## config.mk

```make
export PLATFORM = sky130hd
export DESIGN_NAME = rtc_cmd_arbiter
export DESIGN_NICKNAME = d
export VERILOG_FILES = /design/src/rtl/rtc_cmd_arbiter.sv
export SDC_FILE = /design/constraint.sdc
export NUM_CORES = 1
export LEC_CHECK = 0
export ABC_AREA = 1
export BUFFER_PORTS_ARGS = -buffer_cell sky130_fd_sc_hd__buf_2
export CAP_MARGIN = 20
export CORE_MARGIN = 4
export CORE_UTILIZATION = 30
export DETAILED_ROUTE_END_ITERATION = 6
export SLEW_MARGIN = 40
export SYNTH_ARGS = -nofsm -noshare
export SYNTH_HDL_FRONTEND = slang
export SYNTH_SLANG_ARGS = --single-unit
export TNS_END_PERCENT = 100
```

## constraint.sdc

```tcl
create_clock -name i_clk -period 26 [get_ports i_clk]
set_input_delay 2.6 -clock i_clk [delete_from_list [all_inputs] [get_ports i_clk]]
set_output_delay 2.6 -clock i_clk [all_outputs]
set_load 0.005 [all_outputs]
```

## src/rtl/rtc_cmd_arbiter.sv

```systemverilog
// -----------------------------------------------------------------------------
// rtc_cmd_arbiter
//
// Shares the RTC control inputs (ToD load, period load, precise adjust, offset
// load) between the host register interface (i_h_*) and the PTP servo (i_s_*).
// Queued commands are granted round-robin, each command produces exactly one
// load pulse, and precise adjustments are sequenced through the rtc's
// adj_ld_done handshake. Every command ends with one o_done pulse carrying the
// requester id and an error flag (ADJ never armed / timed out).
//
// Parameters
//   SETTLE_CYC   idle cycles after a TIME/PERIOD/OFFSET pulse (1..15)
//   ARM_CYC      max cycles to wait for adj_ld_done to fall after adj_ld
//   ADJ_TIMEOUT  max cycles in WAIT_DONE before the adjustment is abandoned
//
// Ports
//   i_clk, i_rst                  clock, asynchronous active-high reset
//   i_h_valid/o_h_ready/i_h_op/i_h_data   host command channel
//   i_s_valid/o_s_ready/i_s_op/i_s_data   servo command channel
//     op: 0 TIME, 1 PERIOD, 2 ADJ, 3 OFFSET
//     data: TIME [37:0] ns_frac, [85:38] sec | PERIOD [39:0]
//           ADJ [31:0] cnt, [71:32] period_adj | OFFSET [31:0] ns, [79:32] sec
//   o_time_ld/o_period_ld/o_adj_ld/o_offset_ld   one-cycle load pulses
//   o_time_reg_ns_in, o_time_reg_sec_in, o_period_in, o_adj_ld_data,
//   o_period_adj, o_offset_ptp_ns_in, o_offset_ptp_sec_in
//                                 registered rtc operands, hold last value
//   i_adj_ld_done                 from rtc, high when no adjustment pending
//   o_done/o_done_id/o_done_err   completion pulse, 0 host / 1 servo, error
//   o_busy                        high whenever the FSM is not idle
//
// Configuration
//   RTC_CMD_ARB_STATS_EN  adds saturating counters o_stat_h_cnt, o_stat_s_cnt
//                         (completed commands per requester) and o_stat_err_cnt
//                         (completions with error).
// -----------------------------------------------------------------------------
module rtc_cmd_arbiter #(
  parameter int unsigned SETTLE_CYC  = 3,
  parameter int unsigned ARM_CYC     = 4,
  parameter int unsigned ADJ_TIMEOUT = 1048576
) (
  input  logic        i_clk,
  input  logic        i_rst,
  input  logic        i_h_valid,
  output logic        o_h_ready,
  input  logic [1:0]  i_h_op,
  input  logic [95:0] i_h_data,
  input  logic        i_s_valid,
  output logic        o_s_ready,
  input  logic [1:0]  i_s_op,
  input  logic [95:0] i_s_data,
  output logic        o_time_ld,
  output logic        o_period_ld,
  output logic        o_adj_ld,
  output logic        o_offset_ld,
  output logic [37:0] o_time_reg_ns_in,
  output logic [47:0] o_time_reg_sec_in,
  output logic [39:0] o_period_in,
  output logic [31:0] o_adj_ld_data,
  output logic [39:0] o_period_adj,
  output logic [31:0] o_offset_ptp_ns_in,
  output logic [47:0] o_offset_ptp_sec_in,
  input  logic        i_adj_ld_done,
  output logic        o_done,
  output logic        o_done_id,
  output logic        o_done_err,
  output logic        o_busy
`ifdef RTC_CMD_ARB_STATS_EN
  ,
  output logic [15:0] o_stat_h_cnt,
  output logic [15:0] o_stat_s_cnt,
  output logic [15:0] o_stat_err_cnt
`endif
);

  typedef enum logic [1:0] {
    OP_TIME   = 2'd0,
    OP_PERIOD = 2'd1,
    OP_ADJ    = 2'd2,
    OP_OFFSET = 2'd3
  } op_e;

  typedef enum logic [2:0] {
    S_IDLE,
    S_ISSUE,
    S_SETTLE,
    S_WAIT_ARM,
    S_WAIT_DONE
  } state_e;

  localparam logic [31:0] SETTLE_LAST  = 32'(SETTLE_CYC - 1);
  localparam logic [31:0] ARM_LAST     = 32'(ARM_CYC - 1);
  localparam logic [31:0] TIMEOUT_LAST = 32'(ADJ_TIMEOUT - 1);
  localparam logic [39:0] PERIOD_RST   = 40'h8_0000_0000;  // 8 ns, same as rtc reset

  state_e      r_state;
  state_e      w_next;
  logic [31:0] r_cnt;          // cycles spent in the current state
  op_e         r_op;
  logic        r_id;           // requester of the command in flight
  logic        r_last_id;      // requester granted most recently
  logic        r_adj_noop;     // ADJ with cnt all-ones: rtc ignores it

  logic        w_pick_h;
  logic        w_grant;
  op_e         w_sel_op;
  logic [95:0] w_sel_data;
  logic        w_fin;
  logic        w_fin_err;
  logic        w_unused_bits;

  logic        r_time_ld, r_period_ld, r_adj_ld, r_offset_ld;
  logic [37:0] r_time_ns;
  logic [47:0] r_time_sec;
  logic [39:0] r_period;
  logic [31:0] r_adj_cnt;
  logic [39:0] r_period_adj;
  logic [31:0] r_off_ns;
  logic [47:0] r_off_sec;
  logic        r_done, r_done_id, r_done_err;

  // Round-robin: on a tie the requester not served last wins. r_last_id
  // resets to the servo so the host wins the first tie after reset.
  assign w_pick_h   = i_h_valid & (~i_s_valid | r_last_id);
  assign w_grant    = (r_state == S_IDLE) & (i_h_valid | i_s_valid) & ~i_rst;
  assign o_h_ready  = w_grant & w_pick_h;
  assign o_s_ready  = w_grant & ~w_pick_h;
  assign w_sel_op   = op_e'(w_pick_h ? i_h_op : i_s_op);
  assign w_sel_data = w_pick_h ? i_h_data : i_s_data;

  // No command encoding uses the top data bits.
  assign w_unused_bits = ^w_sel_data[95:86];

  always_comb begin
    // NOTE: every output of this block is defaulted first, so no branch can
    // leave one unassigned and infer a latch.
    w_next    = r_state;
    w_fin     = 1'b0;
    w_fin_err = 1'b0;
    case (r_state)
      S_IDLE: begin
        if (w_grant) w_next = S_ISSUE;
      end
      S_ISSUE: begin
        if (r_op == OP_ADJ && !r_adj_noop) w_next = S_WAIT_ARM;
        else                               w_next = S_SETTLE;
      end
      S_SETTLE: begin
        if (r_cnt == SETTLE_LAST) begin
          w_next = S_IDLE;
          w_fin  = 1'b1;
        end
      end
      S_WAIT_ARM: begin
        // rtc drops adj_ld_done once it has taken the adjustment.
        if (!i_adj_ld_done) begin
          w_next = S_WAIT_DONE;
        end else if (r_cnt == ARM_LAST) begin
          w_next    = S_IDLE;
          w_fin     = 1'b1;
          w_fin_err = 1'b1;
        end
      end
      S_WAIT_DONE: begin
        // Completion takes priority over a timeout on the same cycle.
        if (i_adj_ld_done) begin
          w_next = S_IDLE;
          w_fin  = 1'b1;
        end else if (r_cnt == TIMEOUT_LAST) begin
          w_next    = S_IDLE;
          w_fin     = 1'b1;
          w_fin_err = 1'b1;
        end
      end
      default: w_next = S_IDLE;
    endcase
  end

  // NOTE: sequential state uses non-blocking assignments so every register
  // samples values from before the clock edge, independent of block order.
  always_ff @(posedge i_clk or posedge i_rst) begin
    if (i_rst) begin
      r_state <= S_IDLE;
      r_cnt   <= '0;
    end else begin
      r_state <= w_next;
      if (w_next != r_state)      r_cnt <= '0;
      else if (r_state != S_IDLE) r_cnt <= r_cnt + 32'd1;
    end
  end

  // Command capture at grant time.
  always_ff @(posedge i_clk or posedge i_rst) begin
    if (i_rst) begin
      r_op       <= OP_TIME;
      r_id       <= 1'b0;
      r_last_id  <= 1'b1;
      r_adj_noop <= 1'b0;
    end else if (w_grant) begin
      r_op       <= w_sel_op;
      r_id       <= ~w_pick_h;
      r_last_id  <= ~w_pick_h;
      r_adj_noop <= (w_sel_data[31:0] == 32'hFFFF_FFFF);
    end
  end

  // Operands and pulses are registered on the grant edge so they are
  // presented to the rtc during the ISSUE cycle.
  always_ff @(posedge i_clk or posedge i_rst) begin
    if (i_rst) begin
      r_time_ld    <= 1'b0;
      r_period_ld  <= 1'b0;
      r_adj_ld     <= 1'b0;
      r_offset_ld  <= 1'b0;
      r_time_ns    <= '0;
      r_time_sec   <= '0;
      r_period     <= PERIOD_RST;
      r_adj_cnt    <= '0;
      r_period_adj <= '0;
      r_off_ns     <= '0;
      r_off_sec    <= '0;
    end else begin
      r_time_ld   <= w_grant & (w_sel_op == OP_TIME);
      r_period_ld <= w_grant & (w_sel_op == OP_PERIOD);
      r_adj_ld    <= w_grant & (w_sel_op == OP_ADJ);
      r_offset_ld <= w_grant & (w_sel_op == OP_OFFSET);
      if (w_grant) begin
        case (w_sel_op)
          OP_TIME: begin
            r_time_ns  <= w_sel_data[37:0];
            r_time_sec <= w_sel_data[85:38];
          end
          OP_PERIOD: r_period <= w_sel_data[39:0];
          OP_ADJ: begin
            r_adj_cnt    <= w_sel_data[31:0];
            r_period_adj <= w_sel_data[71:32];
          end
          default: begin
            r_off_ns  <= w_sel_data[31:0];
            r_off_sec <= w_sel_data[79:32];
          end
        endcase
      end
    end
  end

  // Completion pulse lands on the first IDLE cycle after the command.
  always_ff @(posedge i_clk or posedge i_rst) begin
    if (i_rst) begin
      r_done     <= 1'b0;
      r_done_id  <= 1'b0;
      r_done_err <= 1'b0;
    end else begin
      r_done     <= w_fin;
      r_done_id  <= w_fin & r_id;
      r_done_err <= w_fin_err;
    end
  end

`ifdef RTC_CMD_ARB_STATS_EN
  logic [15:0] r_stat_h, r_stat_s, r_stat_err;

  always_ff @(posedge i_clk or posedge i_rst) begin
    if (i_rst) begin
      r_stat_h   <= '0;
      r_stat_s   <= '0;
      r_stat_err <= '0;
    end else if (w_fin) begin
      if (r_id) begin
        if (r_stat_s != 16'hFFFF) r_stat_s <= r_stat_s + 16'd1;
      end else begin
        if (r_stat_h != 16'hFFFF) r_stat_h <= r_stat_h + 16'd1;
      end
      if (w_fin_err && r_stat_err != 16'hFFFF) r_stat_err <= r_stat_err + 16'd1;
    end
  end

  assign o_stat_h_cnt   = r_stat_h;
  assign o_stat_s_cnt   = r_stat_s;
  assign o_stat_err_cnt = r_stat_err;
`endif

  assign o_time_ld           = r_time_ld;
  assign o_period_ld         = r_period_ld;
  assign o_adj_ld            = r_adj_ld;
  assign o_offset_ld         = r_offset_ld;
  assign o_time_reg_ns_in    = r_time_ns;
  assign o_time_reg_sec_in   = r_time_sec;
  assign o_period_in         = r_period;
  assign o_adj_ld_data       = r_adj_cnt;
  assign o_period_adj        = r_period_adj;
  assign o_offset_ptp_ns_in  = r_off_ns;
  assign o_offset_ptp_sec_in = r_off_sec;
  assign o_done              = r_done;
  assign o_done_id           = r_done_id;
  assign o_done_err          = r_done_err;
  assign o_busy              = (r_state != S_IDLE);

endmodule

```

# Word-level counts from Yosys, hierarchy flattened
# Index checks and enable logic that the tools add are counted.
# totals
n_memories,0
reg_bits,325
rom_bits,0
out_inout_bits,288
latchBits,0
ram_bits,0
# classes
div,0
muxes,20
addsub,1
eq_ne,13
multipliers,0
order_cmp,0
shifts,0
bitwise_logic,16
n_reduce_logical,11
# ops
cell,n
$mux W86,1
$eq A32 B2 Y1 const B,2
$mux W32,2
$add A32 B1 Y32 const B,1
$eq A32 B20 Y1 const B,1
$eq A32 B32 Y1 const B,1
$mux W3,6
$pmux W3 S5,1
$and A1 B1 Y1,10
$reduce_and A2 Y1,4
$mux W1,7
$eq A2 B2 Y1 const B,3
$eq A3 B2 Y1 const B,2
$not A1 Y1,4
$eq A3 B1 Y1 const B,1
$eq A3 B3 Y1 const B,1
$logic_not A3 Y1,1
$ne A3 B3 Y1,1
$pmux W1 S3,1
$reduce_bool A3 Y1,1
$reduce_or A3 Y1,1
$eq A2 B1 Y1 const B,1
$logic_not A2 Y1,1
$mux W2,1
other kinds (5),6

# Longest topological paths before layout
# depth
ltp_word,8
depth_mapped,13

# Least setup slack after synthesis
# Ideal clock, no wire load.
# synth_path
path_type,input port to output port
start,in i_s_valid
end,out o_h_ready
required_ps,23400
setup_slack_ps,19936
cell_stages,5
t_arrival_ps,3464
path_cell_list,nand2_1 -> nand2_4 -> clkbuf_1 -> buf_1 -> nor2_1
# synth_between
elab_chain_len,4
# synth_lines
element,line_no,text
from (decl),47,"input logic i_s_valid,"
$or A1 B1 Y1 / $not A1 Y1 (equally long branches),"124, 123",
$and A1 B1 Y1 / $or A1 B1 Y1 (equally long branches),"124, 123",
"$and A1 B1 Y1, on equally long branches","124, 123",
$and A1 B1 Y1 (*),125,assign o_h_ready = w_grant & w_pick_h;
to (decl),44,"output logic o_h_ready,"
# Every way passes the cells marked *; elsewhere a longest branch is shown, timed or not.

# Worst setup path in the final report
# layout_path
start,in i_s_valid
end,out o_s_ready
# layout_between
elab_chain_len,5
# layout_lines
element,line_no,text
$not A1 Y1,123,assign w_pick_h = i_h_valid & (~i_s_valid | r_last_id);
$or A1 B1 Y1,123,
$and A1 B1 Y1,123,
$not A1 Y1,126,assign o_s_ready = w_grant & ~w_pick_h;
$and A1 B1 Y1 (*),126,
to (decl),48,"output logic o_s_ready,"
# Marks and branches as above.

==> impl_results.md <==
* Run status: finished clean
* Crit path buffers/inverters at 4
* Data required time at the worst endpoint at 23.40 ns
* Worst R2R Setup Slack at 22.36 ns
* Crit path DAT at 4.27 ns
* Mapped cell area at 14600 um^2
* Leading cell types in the layout, fill and taps excluded: 563 x sky130_fd_sc_hd__nand2_1, 468 x sky130_fd_sc_hd__buf_2, 323 x sky130_fd_sc_hd__dfrtp_1
* Layout Skew at 0.0261 ns
* Minimum period implied by the final worst setup slack at 6.87 ns
* Slowest library cell on the worst path: sky130_fd_sc_hd__buf_4
* Top-Level Pins at 489
* Avg Synthesized Cell Area at 9.79 um^2
* Max Cap Violations at 0
* Cell Count Post-Placement at 2512
* Area of placed instances at 17400 um^2
* Post-cts gate resize count at 0
* Inserted Clock Buffers at 39
* Post-Synthesis Net Count at 1694
* Total via count in the routed design at 12200
* Post-route non-filler standard cell count at 2581
* Maximum fanout along the worst path at 54
* Iter 0 DRT Violations at 641
* Clock sink count at 325
* Remaining number of nets flagged by the antenna check after routing at 0
* Register bit total from synthesis at 325
* Count of buffers inserted at the top-level ports at 468
* Global-route wire length before repair at 73.4 mm
* Post-CTS Setup Bufs at 0
* RSZ-0062 raised after global routing: no
* Areal power density over the cells at 112 nW/um^2
* Critical Path Max Stage Delay at 0.65 ns
* Share of final-layout standard cells stronger than drive strength 1 at 36.2%
* DRC violation count after routing at 0
* Type of the tightest min-delay check: register to register
* Net count, final at 2142
* Vias per Instance at 4.74
* Count of cell types in the netlist at 38
* Mapped Cells at 1491
* Final Max Slew Viols at 0
* Critical Path Source Type: primary input
* Site row count at 80
* Chip width at 229 um
* Sequential fraction of the synthesis area at 55.7%
* Global-route total usage across every layer at 17.6%
* Detailed-routing iteration count for the pre-antenna-repair pass at 5
* Die Area at 52300 um^2
* Depth of the CTS H-tree at 2
* Most frequent standard cell in the layout excluding fill and tap cells: sky130_fd_sc_hd__nand2_1
* Global placement routability congestion at 0.904
* Total congestion overflow after global routing at 0
* Final design area excluding fillers at 18800 um^2
* Crit-path most repeated cell: sky130_fd_sc_hd__buf_2
* Final HPWL DP at 33.3 mm
* Clock tree buffer depth at 3
* Crit path cell chain: buf_2 -> nand2_1 -> nand2_4 -> clkinv_2 -> buf_4 -> nor2_1 -> buf_2
* Root cell of the clock tree: sky130_fd_sc_hd__clkbuf_16
* Class of the most critical setup path: primary input to output pin
* Endpoint kind of the worst setup timing path: output pin
* Headroom to the max-slew limit at 38.8%
* Die Height at 229 um
* Largest voltage drop on the vdd net at 0.0000622 V
* Worst-margin pin slew at 0.909 ns
* Syn. warnings at 0
* Number of hold violations in the final report at 0
* Static power due to leakage at 9.80 nW
* Fin crit share at 26.4%
* Accumulated negative setup slack at 0 ns
* Vias in the first global route at 12400
* Area added between synthesis and finish at 28.6%
* Number of antenna violations at the first check in global routing at 3
* Placeable core area at 47900 um^2
* Insertion delay of the later-clocked pin in the worst-skew pair at 0.55 ns
* Count of hold-fix buffers inserted at cts at 0
* WL final at 47.6 mm
* Number of setup violations in the final report at 0
* Core occupancy in the finished layout at 39.2%
* Highest attainable clock frequency at 0.145 GHz
* Post-DR wirelength/cell at 18.4 um
* Clock Pin Slew Worst Setup and Hold Paths at 0.05 ns
* Starting density of the core at 30.5%
* Clock tree from TritonCTS: built
* Overall power after layout at 0.00210 W
* Maximum number of pins on one net before global-route repair at 109
* Kind of cell adding the most delay to the critical path: buffers and inverters
[tightest hold or removal path: cells and delay by family (launching register included)]
family                 cells  cell delay (ns)
flip-flops                 1             0.36
AO/OA/AOI/OAI              1             0.05
buffers and inverters      1             0.04
[cells by family after synthesis]
kind of cell	Yosys count	synth area share (%)
and+or+nand+nor	723	19.8
DFF	325	55.7
muxes	152	13.3
AOI/OAI and AO/OA	146	5.19
buffers and inverters	120	4.41
xor gates and xnor gates	23	1.38
adders and majority gates	2	0.171
[through the flow]
stage	setup WS (ns)	hold WS, ns
3_5_place_dp	19.11	0.458
6_report	19.13	0.464
4_1_cts	19.11	0.466
5_1_grt	19.02	0.493
3_3_place_gp	19.15	0.451
2_1_floorplan	14.41	0.441
[cell type report]
class / count / area, um^2
diodes: 1 / 2.50
clock buffers: 51 / 1110
clock inverters: 16 / 205
fillers: 4784 / 29200
inverters: 43 / 181
multi-input cells: 1046 / 5840
flip-flops and latches: 325 / 8140
well taps: 615 / 769
repair buffers: 484 / 2530
[metal layers]
layer | track usage (%) | routed length (um) | up-vias
li1 | - | - | 5707
met5 | 0 | 13 | -
met1 | 22.1 | 19800 | 6020
met4 | 5.64 | 1470 | 2
met3 | 4.45 | 3050 | 87
met2 | 29.7 | 23300 | 406
[report_power, final]
group	total (W)	internal [W]	switching, W
clock network	0.000561	0.000340	0.000220
logic	0.000707	0.000329	0.000378
registers	0.000831	0.000720	0.000110
[sequential cells by signal, summed over array words and instances (netlist names), 2 cells and up]
signal	flops
o_adj_ld_data	32
o_offset_ptp_ns_in	32
o_offset_ptp_sec_in	48
o_period_adj	40
o_period_in	40
o_time_reg_ns_in	38
o_time_reg_sec_in	48
r_cnt	32
r_op	2
r_state	3
[Yosys cell counts]
cell	count	share of area (%)
sky130_fd_sc_hd__nand2_1	563	14
sky130_fd_sc_hd__dfrtp_1	323	55
sky130_fd_sc_hd__o21ai_0	128	4.4
sky130_fd_sc_hd__nor2_1	91	2.3
sky130_fd_sc_hd__mux2_2	77	5.9
sky130_fd_sc_hd__mux2_4	62	6.4
sky130_fd_sc_hd__inv_1	37	0.95
sky130_fd_sc_hd__clkbuf_1	33	0.85
sky130_fd_sc_hd__nand3_1	20	0.69
sky130_fd_sc_hd__buf_4	16	0.82
sky130_fd_sc_hd__xor2_1	16	0.96
sky130_fd_sc_hd__nand4_1	14	0.60
sky130_fd_sc_hd__nor3_1	14	0.48
sky130_fd_sc_hd__buf_2	13	0.45
sky130_fd_sc_hd__mux2_1	13	1.0
sky130_fd_sc_hd__buf_1	8	0.21
sky130_fd_sc_hd__buf_12	7	0.96
sky130_fd_sc_hd__xnor2_1	7	0.42
sky130_fd_sc_hd__o21a_1	6	0.31
sky130_fd_sc_hd__o21ai_1	6	0.21
sky130_fd_sc_hd__nor2_2	5	0.21
sky130_fd_sc_hd__a21oi_1	4	0.14
sky130_fd_sc_hd__inv_2	4	0.10
sky130_fd_sc_hd__nor4_1	4	0.17
sky130_fd_sc_hd__nor2_4	3	0.23
sky130_fd_sc_hd__dfstp_2	2	0.36
sky130_fd_sc_hd__ha_1	2	0.17
sky130_fd_sc_hd__nand2_2	2	0.086
sky130_fd_sc_hd__nand2_4	2	0.15
sky130_fd_sc_hd__clkinv_2	1	0.034
sky130_fd_sc_hd__inv_4	1	0.043
sky130_fd_sc_hd__nand3_4	1	0.12
sky130_fd_sc_hd__nand3b_1	1	0.051
sky130_fd_sc_hd__nor2_8	1	0.14
sky130_fd_sc_hd__o21ai_4	1	0.11
sky130_fd_sc_hd__o22ai_1	1	0.043
sky130_fd_sc_hd__or2_1	1	0.043
sky130_fd_sc_hd__or2_2	1	0.043
[path summary, 6_finish.rpt]
kind / end / from / cells past startpoint
hold reg to reg: r_last_id$_DFFE_PP1P_ / r_last_id$_DFFE_PP1P_ / 2
hold / removal: r_last_id$_DFFE_PP1P_ / r_last_id$_DFFE_PP1P_ / 2
max in group asynchronous: o_period_adj[7]$_DFFE_PP0P_ / i_rst / 4
setup / recovery: o_s_ready / i_s_valid / 7
setup reg to reg: o_period_adj[5]$_DFFE_PP0P_ / r_last_id$_DFFE_PP1P_ / 10
min in group asynchronous: o_adj_ld_data[2]$_DFFE_PP0P_ / i_rst / 2
Power figures use the tool's default switching activity.
